==> config.mk <==
export PLATFORM = sky130hd
export DESIGN_NAME = mul_arbiter
export DESIGN_NICKNAME = d
export VERILOG_FILES = /design/src/rtl/mul_arbiter.sv
export SDC_FILE = /design/constraint.sdc
export NUM_CORES = 1
export LEC_CHECK = 0
export CAP_MARGIN = 20
export CORE_AREA = 8 8 348 350
export CTS_CLUSTER_DIAMETER = 80
export DETAILED_ROUTE_END_ITERATION = 8
export DIE_AREA = 0 0 356 358
export MAX_ROUTING_LAYER = met4
export SLEW_MARGIN = 20
export SYNTH_ARGS = -nofsm -noshare
export SYNTH_HDL_FRONTEND = slang
export SYNTH_SLANG_ARGS = --single-unit
==> constraint.sdc <==
create_clock -name clk -period 2.2 [get_ports clk]
set_input_delay 0.44 -clock clk [delete_from_list [all_inputs] [get_ports clk]]
set_output_delay 0.44 -clock clk [all_outputs]
set_load 0.05 [all_outputs]
==> src/rtl/mul_arbiter.sv <==
// mul_arbiter: round-robin sequencer sharing one start/done shift-add multiplier
//
// Ports:
//   clk, rst_n        clock and synchronous active-low reset
//   req[NREQ]         per-requester request level, held until its rsp_valid
//   a_in, b_in        packed operands, requester k at [k*W +: W]
//   gnt[NREQ]         one-hot grant, high LOAD through DONE
//   rsp_valid[NREQ]   one-cycle result pulse for the granted requester
//   rsp_y[2W]         product, held until the next response
//   rsp_err           result came from a timeout (rsp_y = 0)
//   busy              controller not idle
//   mul_start         multiplier start level
//   mul_a, mul_b      multiplier operands
//   mul_y, mul_done   multiplier product and level-sensitive done
//
// Build option: define MULARB_SIGNED_EN for two's-complement operands
// (magnitudes go to the multiplier, the sign is reapplied to the product).
module mul_arbiter #(
    parameter int NREQ    = 4,
    parameter int W       = 64,
    parameter int MUL_LAT = 66,
    parameter int TIMEOUT = 96
) (
    input  logic              clk,
    input  logic              rst_n,
    input  logic [NREQ-1:0]   req,
    input  logic [NREQ*W-1:0] a_in,
    input  logic [NREQ*W-1:0] b_in,
    output logic [NREQ-1:0]   gnt,
    output logic [NREQ-1:0]   rsp_valid,
    output logic [2*W-1:0]    rsp_y,
    output logic              rsp_err,
    output logic              busy,
    output logic              mul_start,
    output logic [W-1:0]      mul_a,
    output logic [W-1:0]      mul_b,
    input  logic [2*W-1:0]    mul_y,
    input  logic              mul_done
);
    localparam int IW = $clog2(NREQ);
    localparam int CW = $clog2(TIMEOUT + 1);

    typedef enum logic [2:0] {ST_IDLE, ST_LOAD, ST_RUN, ST_DONE, ST_RELEASE} state_t;

    state_t          state_q, state_d;
    logic [NREQ-1:0] gnt_q, gnt_d;
    logic [IW-1:0]   idx_q, idx_d, ptr_q, ptr_d, pick, cand;
    logic [CW-1:0]   cnt_q, cnt_d;
    logic [W-1:0]    mul_a_q, mul_a_d, mul_b_q, mul_b_d;
    logic [W-1:0]    sel_a, sel_b, mag_a, mag_b;
    logic [2*W-1:0]  rsp_y_q, rsp_y_d, prod;
    logic            rsp_err_q, rsp_err_d;

    // Scan downward so the last hit, i.e. the nearest after the pointer, wins.
    always_comb begin
        pick = ptr_q;
        cand = ptr_q;
        for (int i = NREQ; i >= 1; i--) begin
            cand = IW'((int'(ptr_q) + i) % NREQ);
            if (req[cand]) pick = cand;
        end
    end

    assign sel_a = a_in[pick*W +: W];
    assign sel_b = b_in[pick*W +: W];

`ifdef MULARB_SIGNED_EN
    logic sign_q, sign_d;
    assign mag_a = sel_a[W-1] ? -sel_a : sel_a;
    assign mag_b = sel_b[W-1] ? -sel_b : sel_b;
    assign prod  = sign_q ? -mul_y : mul_y;
    assign sign_d = (state_q == ST_IDLE && |req) ? sel_a[W-1] ^ sel_b[W-1] : sign_q;
    always_ff @(posedge clk)
        if (!rst_n) sign_q <= 1'b0;
        else        sign_q <= sign_d;
`else
    assign mag_a = sel_a;
    assign mag_b = sel_b;
    assign prod  = mul_y;
`endif

    always_comb begin
        state_d   = state_q;
        gnt_d     = gnt_q;
        idx_d     = idx_q;
        ptr_d     = ptr_q;
        cnt_d     = cnt_q;
        mul_a_d   = mul_a_q;
        mul_b_d   = mul_b_q;
        rsp_y_d   = rsp_y_q;
        rsp_err_d = rsp_err_q;
        case (state_q)
            ST_IDLE: if (|req) begin
                state_d = ST_LOAD;
                gnt_d   = NREQ'(1) << pick;
                idx_d   = pick;
                mul_a_d = mag_a;
                mul_b_d = mag_b;
            end
            ST_LOAD: begin
                cnt_d   = '0;
                state_d = ST_RUN;
            end
            ST_RUN: begin
                cnt_d = cnt_q + 1'b1;
                // The latency floor rejects a done left high by the previous operation.
                if (mul_done && cnt_q >= CW'(MUL_LAT)) begin
                    rsp_y_d   = prod;
                    rsp_err_d = 1'b0;
                    state_d   = ST_DONE;
                end else if (cnt_q == CW'(TIMEOUT - 1)) begin
                    rsp_y_d   = '0;
                    rsp_err_d = 1'b1;
                    state_d   = ST_DONE;
                end
            end
            ST_DONE: begin
                ptr_d   = idx_q;
                gnt_d   = '0;
                state_d = ST_RELEASE;
            end
            ST_RELEASE: state_d = ST_IDLE;
            default:    state_d = ST_IDLE;
        endcase
    end

    always_ff @(posedge clk) begin
        if (!rst_n) begin
            state_q   <= ST_IDLE;
            gnt_q     <= '0;
            idx_q     <= '0;
            ptr_q     <= IW'(NREQ - 1);
            cnt_q     <= '0;
            mul_a_q   <= '0;
            mul_b_q   <= '0;
            rsp_y_q   <= '0;
            rsp_err_q <= 1'b0;
        end else begin
            state_q   <= state_d;
            gnt_q     <= gnt_d;
            idx_q     <= idx_d;
            ptr_q     <= ptr_d;
            cnt_q     <= cnt_d;
            mul_a_q   <= mul_a_d;
            mul_b_q   <= mul_b_d;
            rsp_y_q   <= rsp_y_d;
            rsp_err_q <= rsp_err_d;
        end
    end

    // A requester that dropped req mid-operation gets no pulse.
    assign rsp_valid = (state_q == ST_DONE) ? gnt_q & req : '0;
    assign gnt       = gnt_q;
    assign rsp_y     = rsp_y_q;
    assign rsp_err   = rsp_err_q;
    assign busy      = state_q != ST_IDLE;
    assign mul_start = state_q == ST_LOAD || state_q == ST_RUN;
    assign mul_a     = mul_a_q;
    assign mul_b     = mul_b_q;
endmodule

After elaboration in Yosys (flattened, before gate mapping) --
Index checks and enable logic that the tools add are counted.
Word-level totals: flip-flop bits (word level) 275, bits of input ports 647, output and inout port bits 267
Operators by class: add/sub/neg operators 5, $lt $le $gt $ge 5, eq/ne operators 6, shift-type cells 3, mux-type cells 24, bitwise gates (word level) 1, reductions and logical operators 12
Operators with widths (number):
- 256-bit by 9-bit variable part select with 64-bit output | 2
- 128-bit two-way mux | 2
- 7-bit case mux with 2 select lines | 1
- 2-bit by 3-bit less-than comparator with 1-bit output, second input constant | 4
- 3-bit case mux with 4 select lines | 1
- 3-bit two-way mux | 3
- 1-bit binary-select mux with 2-bit select | 4
- 2-bit two-way mux | 4
- 4-bit two-way mux | 2
- 4-bit case mux with 2 select lines | 1
- 2-bit AND reduction | 4
- 7-bit by 1-bit adder with 7-bit output, second input constant | 1
- 7-bit == test, second input constant | 1
- 7-bit >= comparator, second input constant | 1
- 3-bit by 2-bit == test with 1-bit output, second input constant | 2
- 1-bit two-way mux | 6
- 2-bit nonzero test | 3
- 2-bit by 1-bit adder with 2-bit output, second input constant | 2
- 2-bit adder, second input constant | 2
- 4-bit bitwise AND | 1
- 4-bit OR reduction | 1
- 1-bit by 2-bit << shifter with 4-bit output, first input constant | 1
- 3-bit by 1-bit == test with 1-bit output, second input constant | 1
- 3-bit logical NOT | 1
- 5 further kinds | 5

Depth between registers and ports, before layout --
depth in word-level cells 10, gate-level depth with buffers 9, gate-level depth less buffers 6

Worst setup path after synthesis --
No wires, ideal clock.
path kind register to register, from register state_q[1], to register mul_b_q[48] (netlist: mul_b[48]), setup time 0.131 ns, arrival 1.909 ns, setup slack 0.160 ns, stages on the path, launching flop included 10, path buffers 4, cell sequence dfxtp_1 -> clkbuf_1 -> or3_4 -> or2_1 -> buf_2 -> buf_6 -> buf_4 -> a211oi_1 -> o22a_1 -> o31ai_1
Between the ends: cells in the longest elaborated chain, start to end 2
RTL lines:
- start: declaration | RTL line 45 | state_t state_q, state_d;
- start signal: assignment | RTL line 139 | state_q <= state_d;
- 3-bit logical NOT | RTL line 92 | case (state_q)
- 2-bit AND reduction (no source line)
- end signal: assignment | RTL line 145 | mul_b_q <= mul_b_d;
- end: declaration | RTL line 49 | logic [W-1:0] mul_a_q, mul_a_d, mul_b_q, mul_b_d;
Every way passes these cells. A chain may end at the register's enable or synchronous reset.

Worst setup path in the final report --
from register state_q[2], to output rsp_valid[0]
Between the ends: cells in the longest elaborated chain, start to end 2
RTL lines:
- 3-bit by 2-bit == test with 1-bit output | RTL line 152 | assign rsp_valid = (state_q == ST_DONE) ? gnt_q & req : '0;
- 4-bit two-way mux | RTL line 152
- end: declaration | RTL line 30 | output logic [NREQ-1:0] rsp_valid,
Every way passes these cells.

==> reports/summary.txt <==
Reg clk slew, reported paths - 0.06 ns
Ys Warns - 0
worst hold path class - input pin to register
Critical Path Source - state_q[2]
cells after synthesis - 1599
DP HPWL - 88000 um
vias in the first global route - 18700
TritonCTS clock tree - done
vias per cell - 4.29
dpl cells - 4126
most used routing layer - met2
core area - 0.115 sq mm
Synth cell types - 50
R2R depth - 7
Setup WS post-layout - 0.0202 ns
Slew Limit Fails - 0
fin crit period - 2.18 ns
Tightest Pin Transition - 0.559 ns
PD cells - 911 mW/mm^2
CTS max path bufs - 3
Final Skew - 0.0259 ns
GRT Total Usage - 16.1%
Slew HR - 61.7%
Critical Path Stages - 6
Setup Crit Path Kind - register to output pin
Mapped Area - 0.0150 sq mm
Final Non-Filler Cells - 4267
Chip Height - 358 um
DRC errors left - 0
number of flops mapped to enable cells by yosys - 0
VDD IR max - 0.000467 V
crit-path cells - buf_6 > nand2b_4 > nor2_4 > buf_6 > and3_4 > buf_12
Critical Path AT - 1.74 ns
die area - 0.127 sq mm
I/O Pins - 914
dpl ws - -0.790 ns
area delta synth->final - 97.2%
Max-Cap Viols - 0
Setup crit end - rsp_valid[0]
Synth Net Count - 2248
initial core utilization - 13.0%
share of cells above drive strength 1 - 24.2%
initial drt markers - 1169
Fmax - 459 MHz
RR Startpoint - state_q[1]
Most common cell on crit path - buf_6
final wirelength - 109000 um
grt met2 use - 27.6%
PortBufs - 913
Rows - 125
Die W - 356 um
root buf cell - clkbuf_16
GRT met1 Usage - 18.2%
Final Hold Viols - 0
Top FF cell, synth - dfxtp_1
WL per Instance - 25.5 um
TritonRoute pass-1 iters - 5
family with the most delay on the worst path - simple AND/OR/NAND/NOR gates
sequential fraction of the synthesis area - 36.6%
CP Launch Type - register
Final #Nets - 3326
CTS buffer count - 46
FF-to-FF End - mul_b[11]
Finish-stage setup viols - 0
Async SR Flop Fraction - 0%
CTS Sinks - 275
first-pass GRT wire length - 144000 um
Clock Latency Late Sink - 0.61 ns
H-tree depth - 2
Worst Setup End Kind - output pin
RSZ-0062 raised after global routing - yes
Mean Syn Cell Area - 9.41 sq um
initial antenna violation count - 38
GPL Wtd Cong - 0.852
largest net degree at the start of global routing - 95
grt met3 use - 5.43%
max incr delay on CP - 0.33 ns
post-route ant nets - 0
crit path buf inv count - 3
grt total ovfl - 0
static leakage - 0.0122 uW
r2r setup slk - 0.07 ns
worst endpoint required time - 1.76 ns
critical path peak fanout - 5
status - finished, final reports clean
CP max-delay cell - dfxtp_2
flops & latches, synth - 275
DR vias - 18300
Tcrit/Tclk final - 99.1%
[state kept, by name, summed over array words and instances, names as in the netlist]
register and flops:
cnt_q 7, idx_q 2, ptr_q 2, gnt 4, mul_b 64, rsp_err 1, state_q 3, mul_a 64
rsp_y 128
[metal layers]
layer / vias up / share of wire [%]
met3: 127 / 7.8
met4: 0 / 2.2
met2: 739 / 49
met1: 8798 / 41
li1: 8656 / -
met5: - / 0
[final cells by class]
type / instances / area [sq um]
fill: 12300 / 85800
timing repair buffer: 1220 / 11800
multi-input combinational: 1128 / 8830
sequential: 275 / 5510
tap: 1524 / 1910
clock buffer: 56 / 1240
clock inverter: 28 / 312
antenna: 30 / 75.1
inverter: 6 / 22.5
[metrics by stage]
step | util (%) | instance area, sq um | setup TNS [ns] | hold WS [ns] | power (uW)
after detailed placement | 23.9 | 27600 | -64.26 | 0.458 | 19600
after global routing | 25.7 | 29700 | -0.289 | 0.371 | 28400
after CTS | 25.3 | 29200 | -0.370 | 0.340 | 27100
after global placement | 23.9 | 27600 | -60.25 | 0.448 | 19500
final | 25.7 | 29700 | 0 | 0.392 | 27000
after floorplan | - | 15000 | 0 | 0.437 | 13000
[synthesized netlist by cell type, drive strengths merged (2+ instances only)]
cell type / count / share of area, %
a221oi: 11 / 0.68
and3: 125 / 5.2
mux2i: 129 / 8.6
o21ai: 145 / 4.8
nor3: 5 / 0.17
a21oi: 16 / 0.53
nand2b: 4 / 0.17
o211ai: 119 / 5.9
dfxtp: 275 / 37
nand2: 21 / 0.52
clkbuf: 121 / 3.1
a22o: 129 / 8.3
nand3: 6 / 0.20
and2: 4 / 0.18
a41oi: 2 / 0.12
inv: 6 / 0.15
a2bb2oi: 3 / 0.17
or2: 13 / 0.54
buf: 69 / 3.5
o31ai: 119 / 5.9
a211oi: 120 / 6.0
o22a: 118 / 6.9
o22ai: 11 / 0.46
nor2: 13 / 0.37
ha: 2 / 0.17
[cell usage in the layout (no fill, tap or decap), types with 11 or more instances in the layout]
cell type,netlist,final
a211oi_1,120,112
a21oi_1,16,15
a22o_1,38,38
a22o_2,91,91
and3_1,123,119
buf_12,11,51
buf_4,3,353
clkbuf_16,0,51
clkdlybuf4s50_1,0,644
dfxtp_1,275,273
diode_2,0,30
dlygate4sd2_1,0,154
mux2i_1,129,107
mux2i_2,0,14
nand2_1,21,21
o211ai_1,119,119
o21ai_0,144,142
o22a_1,118,118
o22ai_1,11,11
o31ai_1,119,119
or2_2,12,12
[worst min path at each step]
stage	to	start	depth (start not counted)	slack, ns
6_report	mul_a[62]	rst_n	4	0.39
5_1_grt	mul_a[35]	rst_n	4	0.37
4_1_cts	mul_a[62]	rst_n	4	0.34
3_5_place_dp	ptr_q[0]	idx_q[0]	2	0.46
3_3_place_gp	idx_q[1]	idx_q[1]	2	0.45
2_1_floorplan	idx_q[1]	idx_q[1]	2	0.44
[worst reg2reg max path, delay by kind of cell, from the launching register on]
family	cells	cell delay, ns
AND/OR/NAND/NOR	2	0.74
AO/OA/AOI/OAI	3	0.57
buffers and inverters	2	0.39
flip-flops	1	0.31
[power by group]
| part | switching, uW | internal, uW |
|---|---|---|
| combinational | 7780 | 5260 |
| sequential | 691 | 5830 |
| clock | 3040 | 4440 |
| total | 11500 | 15500 |
[timing repair]
action | in CTS | in global routing
buffers inserted | 10 | 12
endpoints found under the setup margin | 198 | 195
pin swaps | 4 | 3
gates cloned | 0 | 5
hold buffers | 0 | 0
resized for setup | 185 | 34
[cell families (layout without fill, tap and decap cells)]
logic type	Yosys count	count (layout)	synth area share, %
XOR/XNOR	1	1	0.0582
AO/OA/AOI/OAI	799	799	40.1
other	0	30	0
adder cells (fa/ha/maj)	2	2	0.166
multiplexers	129	129	8.58
flip-flops	275	275	36.6
AND/OR/NAND/NOR	197	197	7.68
buffers and inverters	196	1310	6.78
(Power assumes the default switching activity.)
==> variant, RTL diff (same flow settings) <==
Register the output `rsp_err` once more, without a reset; this adds one clock of latency there. The other outputs are not delayed to match.
--- a/src/rtl/mul_arbiter.sv
+++ b/src/rtl/mul_arbiter.sv
@@ -152,7 +152,9 @@
     assign rsp_valid = (state_q == ST_DONE) ? gnt_q & req : '0;
     assign gnt       = gnt_q;
     assign rsp_y     = rsp_y_q;
-    assign rsp_err   = rsp_err_q;
+    always_ff @(posedge clk) begin
+        rsp_err <= rsp_err_q;
+    end
     assign busy      = state_q != ST_IDLE;
     assign mul_start = state_q == ST_LOAD || state_q == ST_RUN;
     assign mul_a     = mul_a_q;
Formal check against the unedited RTL: same outputs for any inputs over 4 cycles, from zero or initial values and one cycle with rst_n low; that may be too few to reach the edited logic, so the function may still have changed.
==> variant against the original RTL <==
- sequential power about the same
- combinational power fell by 3%
- final cell count decreased by 1.4%
- sequential cell count up 1
- area after synthesis increased by 0.13%
- worst setup slack lost 14 ps
- count of clock-buffer cells in the layout down 2
- die area did not move
- routed wire length rose by 2.4%
- design area shrank 2.0%
- critical path type is now flop to flop
- maximum frequency down 0.64%
- via count decreased by 0.52%
- total power shrank 1.9%
==> variant: results (changes against the original RTL) <==
Clocking
  • CTS root buffer: clkbuf_16 (unchanged)
  • Clock transition at path regs: 60 ps (about the same)
  • Clk buf depth: 3 (unchanged)
  • Worst-Skew Late Latency: 590 ps (was 610 ps)
  • Post-cts hold buffer count: 0 (unchanged)
  • CTS Buf Count: 42 (was 46)

Yosys
  • Adder-Cell Fraction of Synth Area: 0.166% (about the same)
  • Compound-gate portion of the synthesized area: 40.1% (about the same)
  • Xor-xnor portion of the synthesized cell area: 0.0581% (was 0.0582%)
  • Post-synthesis mux area share: 8.57% (was 8.58%)
  • Register area share after synthesis: 36.7% (was 36.6%)
  • Yosys warning count: 0 (unchanged)
  • FFs w/ async S/R, synth: 0% (unchanged)
  • Post-synth top cells: 276 x dfxtp_1, 144 x o21ai_0, 129 x mux2i_1 (was 275 x dfxtp_1, 144 x o21ai_0, 129 x mux2i_1)
  • Library cells used by synthesis: 50 (unchanged)
  • Synth top area cells: dfxtp_1 37%, mux2i_1 8.6%, o22a_1 6.9% (unchanged)
  • Synthesized Nets: 2249 (was 2248)

Pwr
  • Leakage: 11.9 nW (was 12.2 nW)
  • Maximum vdd drop: 0.438 mV (was 0.467 mV)

Place
  • Dpl ws: -615 ps (was -790 ps)
  • IO buf count: 913 (unchanged)
  • Detail Placement HPWL: 91.7 mm (was 88.0 mm)
  • Gp weighted congestion: 0.837 (was 0.852)
  • Placed cell areas: 27400 um^2 (was 27600 um^2)

Drt
  • WL per Instance: 26.5 um (was 25.5 um)
  • Pre-antenna DRT Iters: 5 (unchanged)
  • Violation count after the first detailed-route iteration: 1209 (was 1169)
  • Vias/cell: 4.33 (was 4.29)

Timing
  • Fin Clk Skew: 18.3 ps (was 25.9 ps)
  • Max_slew headroom: 56.8% (was 61.7%)

Final layout
  • Final net count: 3278 (was 3326)
  • Share of layout cells above drive strength 1: 22.6% (was 24.2%)

Setup path
  • Reg2Reg Depth: 6 (was 7)
  • Critical Path AT: 2660 ps (was 1740 ps)
  • Highest net fanout along the worst path: 50 (was 5)

GRT
  • Largest net degree at the start of global routing: 75 (was 95)
  • Initial antenna violation count: 37 (was 38)
  • Total track usage: 16.8% (was 16.1%)
  • Vias in the first global route: 18.3k (was 18.7k)
  • First-pass GRT wire length: 149 mm (was 144 mm)

Worst hold path
  • WHS Path Cells: 2 (was 4)

Status
  • Status: completed (unchanged)
## variant: cell count changes after synthesis, sizes merged
cell | unedited run | this run
dfxtp | 275 | 276
## variant: where the power goes
group          switching, mW  internal (mW)  total (mW)
sequential             0.673           5.85        6.52
combinational           7.58           5.01        12.6
clock                   2.85           4.56        7.40
## variant: what timing repair did
| item | 4_1_cts | 5_1_grt |
|---|---|---|
| setup endpoints to repair | 267 | 38 |
| gates resized for setup | 159 | 23 |
| cloned | 0 | 1 |
| setup buffers | 9 | 0 |
| pin swaps | 3 | 4 |
## variant: cell families after synthesis
family,Yosys count
muxes,129
adders and majority gates,2
AOI/OAI and AO/OA,799
and+or+nand+nor,197
DFF,276
buffers and inverters,196
xor gates and xnor gates,1
## variant: path summary, 6_finish.rpt
check,startpoint,to,slack (ps)
worst max-delay path,state_q[2]$_SDFFE_PN0P_,mul_a[55]$_SDFFE_PN0P_,6
worst min-delay path,rst_n,ptr_q[0]$_SDFFE_PN1P_,280
worst max register to register,state_q[2]$_SDFFE_PN0P_,mul_a[55]$_SDFFE_PN0P_,6
worst min register to register,rsp_err_q$_SDFFE_PN0P_,rsp_err$_DFF_P_,370
## variant: critical path: stages (launching register included)
cell	delay, ps
dfxtp_2	320
or3_4	460
or2_4	330
buf_12	180
a211oi_1	390
o22a_1	190
o31ai_1	60
## variant: metrics by stage
step | hold slack (ps) | setup TNS [ps] | utilization (%) | std cells
after floorplan | 331 | 0 | - | 1600
after CTS | 217 | -363 | 25.0 | 4182
final | 280 | 0 | 25.2 | 4208
after global routing | 239 | -359 | 25.2 | 4207
after global placement | 359 | -59420 | 23.7 | 4099
after detailed placement | 359 | -62760 | 23.7 | 4099
## variant: layout make-up
type                            instances  area [um^2]
Multi-Input combinational cell       1128         8730
Timing Repair Buffer                 1175        11300
Inverter                                6         22.5
Sequential cell                       276         5530
Clock inverter                         20          297
Clock buffer                           54         1200
Tap cell                             1524         1910
Fill cell                           12400        86300
Antenna cell                           25         62.6
## variant: routing by layer
layer	share of wire, %	track usage (%)	vias to the layer above	routed length, um
li1	-	-	8555	-
met1	40	19.1	8861	45100
met2	51	29.3	720	56700
met3	7.4	5.40	88	8290
met4	1.3	2.66	0	1460
met5	0	-	-	0
